--- src/rtl/spi_master_cfg.sv ---
// spi_master_cfg: valid/ready SPI master with selectable CPOL/CPHA, bit order and slave select
module spi_master_cfg #(
  parameter int DATA_W    = 8,
  parameter int CLK_DIV   = 2,
  parameter int NUM_SS    = 1,
  parameter bit MSB_FIRST = 1'b1,
  localparam int SW = NUM_SS > 1 ? $clog2(NUM_SS) : 1
) (
  input  logic              clk,
  input  logic              rst_n,
  input  logic [DATA_W-1:0] tx_data,
  input  logic              tx_valid,
  output logic              tx_ready,
  input  logic [SW-1:0]     ss_sel,
  input  logic              cpol,
  input  logic              cpha,
  output logic [DATA_W-1:0] rx_data,
  output logic              rx_valid,
  output logic              busy,
  output logic              sclk,
  output logic              mosi,
  input  logic              miso,
  output logic [NUM_SS-1:0] ss_n
);
  localparam int CW = CLK_DIV > 1 ? $clog2(CLK_DIV) : 1;
  localparam int BW = $clog2(2 * DATA_W);
  typedef enum logic [1:0] {IDLE, LEAD, XFER, TRAIL} state_t;
  state_t state_q, state_d;
  logic [CW-1:0] cnt_q, cnt_d;
  logic [BW-1:0] bit_q, bit_d;
  logic [DATA_W-1:0] sh_q, sh_d, rsh_q, rsh_d, rx_q, rx_d;
  logic [NUM_SS-1:0] ss_n_q, ss_n_d;
  logic cpol_q, cpol_d, cpha_q, cpha_d, sclk_q, sclk_d, mosi_q, mosi_d, rxv_q, rxv_d;
  logic accept, tick, xtick, last, sample, drive;
  function automatic logic first_bit(input logic [DATA_W-1:0] v);
    return MSB_FIRST ? v[DATA_W-1] : v[0];
  endfunction
  function automatic logic [DATA_W-1:0] shift(input logic [DATA_W-1:0] v, input logic b);
    return MSB_FIRST ? {v[DATA_W-2:0], b} : {b, v[DATA_W-1:1]};
  endfunction
  assign accept = tx_valid && state_q == IDLE;
  assign tick   = state_q != IDLE && cnt_q == '0;
  assign xtick  = state_q == XFER && tick;
  assign last   = bit_q == BW'(2 * DATA_W - 1);
  // bit_q[0]==0 marks a leading edge; cpha picks which edge samples
  assign sample = xtick && bit_q[0] == cpha_q;
  assign drive  = xtick && (bit_q[0] ? !cpha_q && !last : cpha_q);
  always_comb begin
    state_d = state_q;
    cnt_d   = (state_q == IDLE || tick) ? CW'(CLK_DIV - 1) : cnt_q - CW'(1);
    bit_d   = xtick ? bit_q + BW'(1) : bit_q;
    sh_d    = drive ? shift(sh_q, 1'b0) : sh_q;
    rsh_d   = sample ? shift(rsh_q, miso) : rsh_q;
    mosi_d  = drive ? first_bit(sh_q) : mosi_q;
    sclk_d  = xtick ? !sclk_q : sclk_q;
    cpol_d  = cpol_q;
    cpha_d  = cpha_q;
    ss_n_d  = ss_n_q;
    rx_d    = rx_q;
    rxv_d   = 1'b0;
    if (accept) begin
      state_d = LEAD;
      cpol_d  = cpol;
      cpha_d  = cpha;
      sclk_d  = cpol;
      bit_d   = '0;
      sh_d    = cpha ? tx_data : shift(tx_data, 1'b0);
      mosi_d  = cpha ? mosi_q : first_bit(tx_data);
      for (int i = 0; i < NUM_SS; i++) ss_n_d[i] = ss_sel != SW'(i);
    end
    if (tick) state_d = state_q == LEAD ? XFER : state_q == XFER ? (last ? TRAIL : XFER) : IDLE;
    if (tick && state_q == TRAIL) begin
      rx_d   = rsh_q;
      rxv_d  = 1'b1;
      ss_n_d = '1;
    end
  end
  always_ff @(posedge clk) begin
    if (!rst_n) begin
      state_q <= IDLE;
      cnt_q   <= '0;
      bit_q   <= '0;
      sh_q    <= '0;
      rsh_q   <= '0;
      rx_q    <= '0;
      ss_n_q  <= '1;
      cpol_q  <= 1'b0;
      cpha_q  <= 1'b0;
      sclk_q  <= 1'b0;
      mosi_q  <= 1'b0;
      rxv_q   <= 1'b0;
    end else begin
      state_q <= state_d;
      cnt_q   <= cnt_d;
      bit_q   <= bit_d;
      sh_q    <= sh_d;
      rsh_q   <= rsh_d;
      rx_q    <= rx_d;
      ss_n_q  <= ss_n_d;
      cpol_q  <= cpol_d;
      cpha_q  <= cpha_d;
      sclk_q  <= sclk_d;
      mosi_q  <= mosi_d;
      rxv_q   <= rxv_d;
    end
  end
  assign tx_ready = state_q == IDLE;
  assign busy     = state_q != IDLE;
  assign rx_data  = rx_q;
  assign rx_valid = rxv_q;
  assign sclk     = sclk_q;
  assign mosi     = mosi_q;
  assign ss_n     = ss_n_q;
endmodule

--- config.mk ---
export PLATFORM = sky130hd
export DESIGN_NAME = spi_master_cfg
export DESIGN_NICKNAME = d
export VERILOG_FILES = /design/src/rtl/spi_master_cfg.sv
export SDC_FILE = /design/constraint.sdc
export NUM_CORES = 1
export LEC_CHECK = 0
export ABC_AREA = 1
export BUFFER_PORTS_ARGS = -buffer_cell sky130_fd_sc_hd__buf_4
export CORE_MARGIN = 8
export CORE_UTILIZATION = 48
export CTS_CLUSTER_SIZE = 8
export DETAILED_ROUTE_END_ITERATION = 8
export PLACE_DENSITY = 0.7
export SLEW_MARGIN = 10
export SYNTH_ARGS = -nofsm -noshare
export SYNTH_HDL_FRONTEND = slang
export SYNTH_SLANG_ARGS = --single-unit
--- constraint.sdc ---
create_clock -name clk -period 1.9 [get_ports clk]
set_input_delay 0 -clock clk [delete_from_list [all_inputs] [get_ports clk]]
set_output_delay 0 -clock clk [all_outputs]
set_load 0.05 [all_outputs]
# Word level (Yosys, flattened, before mapping)
# Cells that the tools add are included.
# word_totals
romBits	0
latch_bits	0
ram_bits	0
memories	0
output_inout_bits	14
ff_bits	36
# classes
magnitude_cmp	0
mul	0
shift	0
bitwise_logic	2
n_div	0
reduce_logical	19
eq_ne	6
addsub	2
mux	16
# op_table
operator	count
8-bit two-way mux	3
1-bit two-way mux	9
2-bit two-way mux	4
2-bit nonzero test	4
1-bit logical AND	7
4-bit by 1-bit adder with 4-bit output, second input constant	1
2-bit equality test, second input constant	2
4-bit equality test, second input constant	1
2-bit OR reduction	2
1-bit logical NOT	3
2-bit by 1-bit equality test with 1-bit output, second input constant	1
2-bit logical NOT	1
2-bit != test, second input constant	1
1-bit NOT	2
2-bit AND reduction	1
1-bit equality test	1
1-bit logical OR	1
1-bit subtractor, second input constant	1

# Longest topological paths before layout
# depth
word_depth	7
depth_mapped	11
mapped_depth_nobuf	10

# Worst setup path after synthesis
# No wires, ideal clock.
# synth_path
kind	flip-flop to flip-flop
start	reg state_q[0]
end	reg sh_q[7]
arrival_time_ns	1.712
path_stages_with_launch	10
path_buffers	2
setup_time_ns	0.115
t_required_ns	1.785
period_less_slack_ns	1.827
setup_slack_ns	0.073
cell_sequence	dfxtp_1 > inv_1 > ha_1 > nand2_1 > buf_4 > buf_2 > nand2_1 > nand3_1 > a21oi_1 > nor2_1
# synth_lines
item	line	rtl
start: declaration	28	state_t state_q, state_d;
start signal: assignment	93	state_q <= state_d;
2-bit logical NOT *	-	
named net tx_ready	13	output logic tx_ready,
1-bit logical AND *	41	assign accept = tx_valid && state_q == IDLE;
8-bit two-way mux / 2-bit nonzero test (equally long branches)	-	
end signal: assignment	83	sh_q <= '0;
end signal: assignment	96	sh_q <= sh_d;
end: declaration	31	logic [DATA_W-1:0] sh_q, sh_d, rsh_q, rsh_d, rx_q, rx_d;
# Mark *: on every way through the listed nets, which the timed path passes. The rest lies on a longest branch.
# A chain may end at the register's enable or synchronous reset.

# Worst setup path in the final report
# layout_path
start	reg state_q[0]
end	reg rsh_q[0]
# layout_via
elab_chain_len	4
# layout_rtl
item	line	rtl
2-bit nonzero test	42	assign tick = state_q != IDLE && cnt_q == '0;
1-bit logical AND	42	
1-bit logical AND *	43	assign xtick = state_q == XFER && tick;
1-bit logical AND *	46	assign sample = xtick && bit_q[0] == cpha_q;
end signal: assignment	97	rsh_q <= rsh_d;
end: declaration	31	
# Every way passes the cells marked *; elsewhere a longest branch is shown, timed or not.

==> flow_summary.toml <==
[layout]
n_antenna_cell = 0
drive_gt1_frac = 0.174
fin_area_mm2 = 0.00201
layout-area-overhead-vs-synth_pct = 22.1
nFillCells = 324
multi_input_area_um2 = 771
nNetsFinal = 283
regArea_um2 = 721

[yosys]
ys_ff_latch = 36
synth_top_area_share = 0.437
synth_fp_nets = 245
yosys.area.top_type = "dfxtp_1"
syn_avg_cell_area_um2 = 7.33
yosysWarnings = 0
synth_area_leaders = "dfxtp_1 (44%), nand2_1 (15%), inv_1 (5.9%), o21ai_0 (5.5%), nor2_1 (5.5%)"
syn_area_mm2 = 0.00165
yosysSeqAreaShare = 0.437
syn_inst = 225
yosys.cell_types.count = 24

[global_routing]
antenna_found_initial = 0
grt_pass1_wl_mm = 6.27
grt_usage = 0.144
grt-ovfl-total = 0
first_global_vias = 1462
grt_max_degree = 20

[sta]
clock-skew-final_ns = 0.0166
tns_ns = 0
drv_slew = 0
setup_violations = 0
fmax_mhz = 598
max_slew_margin = 0.785
finalCritPeriodShare = 0.880
grt_setup_unrepaired = "false"
worst-slew-pin-transition_ns = 0.321
setup_ws_ns = 0.227
hold_viol = 0
post-route-min-period_ns = 1.67
whs_ns = 0.0325

[clock_network]
cts_sinks = 36
cts_buffers = 5
clk_pin_slew_worst_paths_ns = 0.11
clock_latency_ns = 0.35
cts_resized = 0
clock_tree.buffer_depth = 2
htreeDepth = 2
tritoncts = "yes"
cts_root_buffer = "clkbuf_4"

[floorplan]
fp.dieW_um = 74.6
die_area_mm2 = 0.00557
core_area_mm2 = 0.00331
ios = 29
initial_core_util = 0.498
die_y_um = 74.6
rows = 21

[place]
io_buffers = 28
pre_cts_ws_ns = 0.245
gp_congestion = 0.843
place_hpwl_mm = 2.61
place_area_mm2 = 0.00189

[critical_path]
ff2ff_setup_slack_ns = 0.23
crit_required_ns = 2.13
critical_path.cell_chain = "inv_1 > ha_1 > nor2_4 > nand2_4 > nor2_4 > nor2_1 > a21oi_1 > nor2_1"
critPathMaxFanout = 16
critPathCaptureType = "flop"
cp_slowest_cell = "dfxtp_1"
r2r_cells = 8
cp_slowest_stage_delay_ns = 0.39
reg2reg_from = "state_q[0]$_SDFFE_PN0P_"
cp-start-kind = "flop"
arrival_ns = 1.90
r2r_end = "rsh_q[0]$_SDFFE_PN0P_"
path_class = "reg -> reg"

[detailed_routing]
drcViolationCount = 0
wl_per_cell_um = 11.6
drtPass1Iterations = 4
wl_mm = 3.60
routed_via_density = 4.74
drt_iter0_drc = 66
vias = 1470
ant_nets = 0

[power_and_ir_drop]
p_leak_nw = 0.912
peakVddDrop_mv = 0.440
power_density_mw_per_mm2 = 801

[min_path]
hold_class = "in -> reg"
hp-start = "tx_data[6]"
whs_endpoint = "sh_q[7]$_SDFFE_PN0P_"
hold_depth = 5

[run_status]
outcome = "completed"

[job]
drv_cap = 0
==> placed cells by master (no fill, tap or decap), drive strengths merged, types with 2 or more instances in the layout <==
master / instances
clkinv: 4
ha: 5
a21boi: 4
nand3: 9
inv: 26
a21oi: 16
dlygate4sd3: 6
o21ai: 18
dfxtp: 36
buf: 31
nor3: 2
nand2: 68
clkbuf: 6
nor2: 27
==> cell usage after synthesis, drive strengths merged <==
library cell / count
nand3: 9
ha: 5
xnor2: 1
o211ai: 1
nand3b: 1
nor3: 2
buf: 6
clkinv: 2
a21oi: 16
a211oi: 1
a31oi: 1
nand2: 68
a22o: 1
inv: 26
a21boi: 4
nor2: 27
dfxtp: 36
o21ai: 18
==> timing repair <==
item                      in CTS  in global routing
hold buffers                   6                  0
hold endpoints to repair      16                  0
setup buffers                  0                  0
==> power breakdown <==
part | internal [mW] | leakage [nW] | switching, mW
Sequential | 0.796 | 0.293 | 0.0245
Clock | 0.176 | 0.0380 | 0.257
Combinational | 0.133 | 0.581 | 0.226
==> kinds of logic after synthesis <==
group                    count (synthesis)  share of synthesized area
AO/OA/AOI/OAI                           42                      0.140
XOR/XNOR                                 1                    0.00531
adder cells (fa/ha/maj)                  5                     0.0379
buffers and inverters                   34                     0.0956
flip-flops                              36                      0.437
AND/OR/NAND/NOR                        107                      0.285
==> critical path, delay by kind of cell, from the launching register on <==
family | cells | cell delay [ns]
DFF | 1 | 0.39
buffers and inverters | 1 | 0.08
and+or+nand+nor | 5 | 0.71
AOI/OAI and AO/OA | 1 | 0.12
adders and majority gates | 1 | 0.26
==> stage by stage <==
| step | power (mW) | utilization | std cells |
|---|---|---|---|
| 2_1_floorplan | 1.10 | - | 225 |
| 4_1_cts | 1.63 | 0.608 | 310 |
| 3_3_place_gp | 1.19 | 0.571 | 296 |
| 5_1_grt | 1.71 | 0.608 | 310 |
| 6_report | 1.61 | 0.608 | 310 |
| 3_5_place_dp | 1.19 | 0.571 | 296 |
==> metal layers <==
layer,global-route usage,up-vias,wire length [um]
li1,-,785,-
met1,0.174,646,1770
met2,0.233,32,1600
met4,0.0652,0,63
met3,0.0399,7,171
met5,0,-,0
==> area by class of cell <==
cell class | instances | share of cell area
Tap cell | 46 | 0.0286
Multi-Input combinational cell | 155 | 0.383
Sequential cell | 36 | 0.358
Clock inverter | 2 | 0.00497
Clock buffer | 6 | 0.0255
Timing Repair Buffer | 37 | 0.145
Inverter | 28 | 0.0547
==> registers in the layout, summed over array words and instances, names as in the netlist <==
name	cells
rsh_q	8
sclk	1
state_q	2
rx_valid	1
bit_q	4
rx_data	8
cnt_q	1
sh_q	8
cpha_q	1
ss_n	1
mosi	1
==> worst max path at each step <==
stage | to | slack (ns) | start | cells past startpoint
after CTS | rsh_q[0]$_SDFFE_PN0P_ | 0.22 | state_q[0]$_SDFFE_PN0P_ | 8
final | rsh_q[0]$_SDFFE_PN0P_ | 0.23 | state_q[0]$_SDFFE_PN0P_ | 8
after global placement | rsh_q[0]$_SDFFE_PN0P_ | 0.27 | state_q[0]$_SDFFE_PN0P_ | 8
after floorplan | sh_q[7]$_SDFFE_PN0P_ | 0.07 | state_q[0]$_SDFFE_PN0P_ | 9
after detailed placement | sh_q[6]$_SDFFE_PN0P_ | 0.24 | state_q[0]$_SDFFE_PN0P_ | 11
after global routing | rsh_q[0]$_SDFFE_PN0P_ | 0.009 | state_q[0]$_SDFFE_PN0P_ | 8
Power figures use the tool's default switching activity.
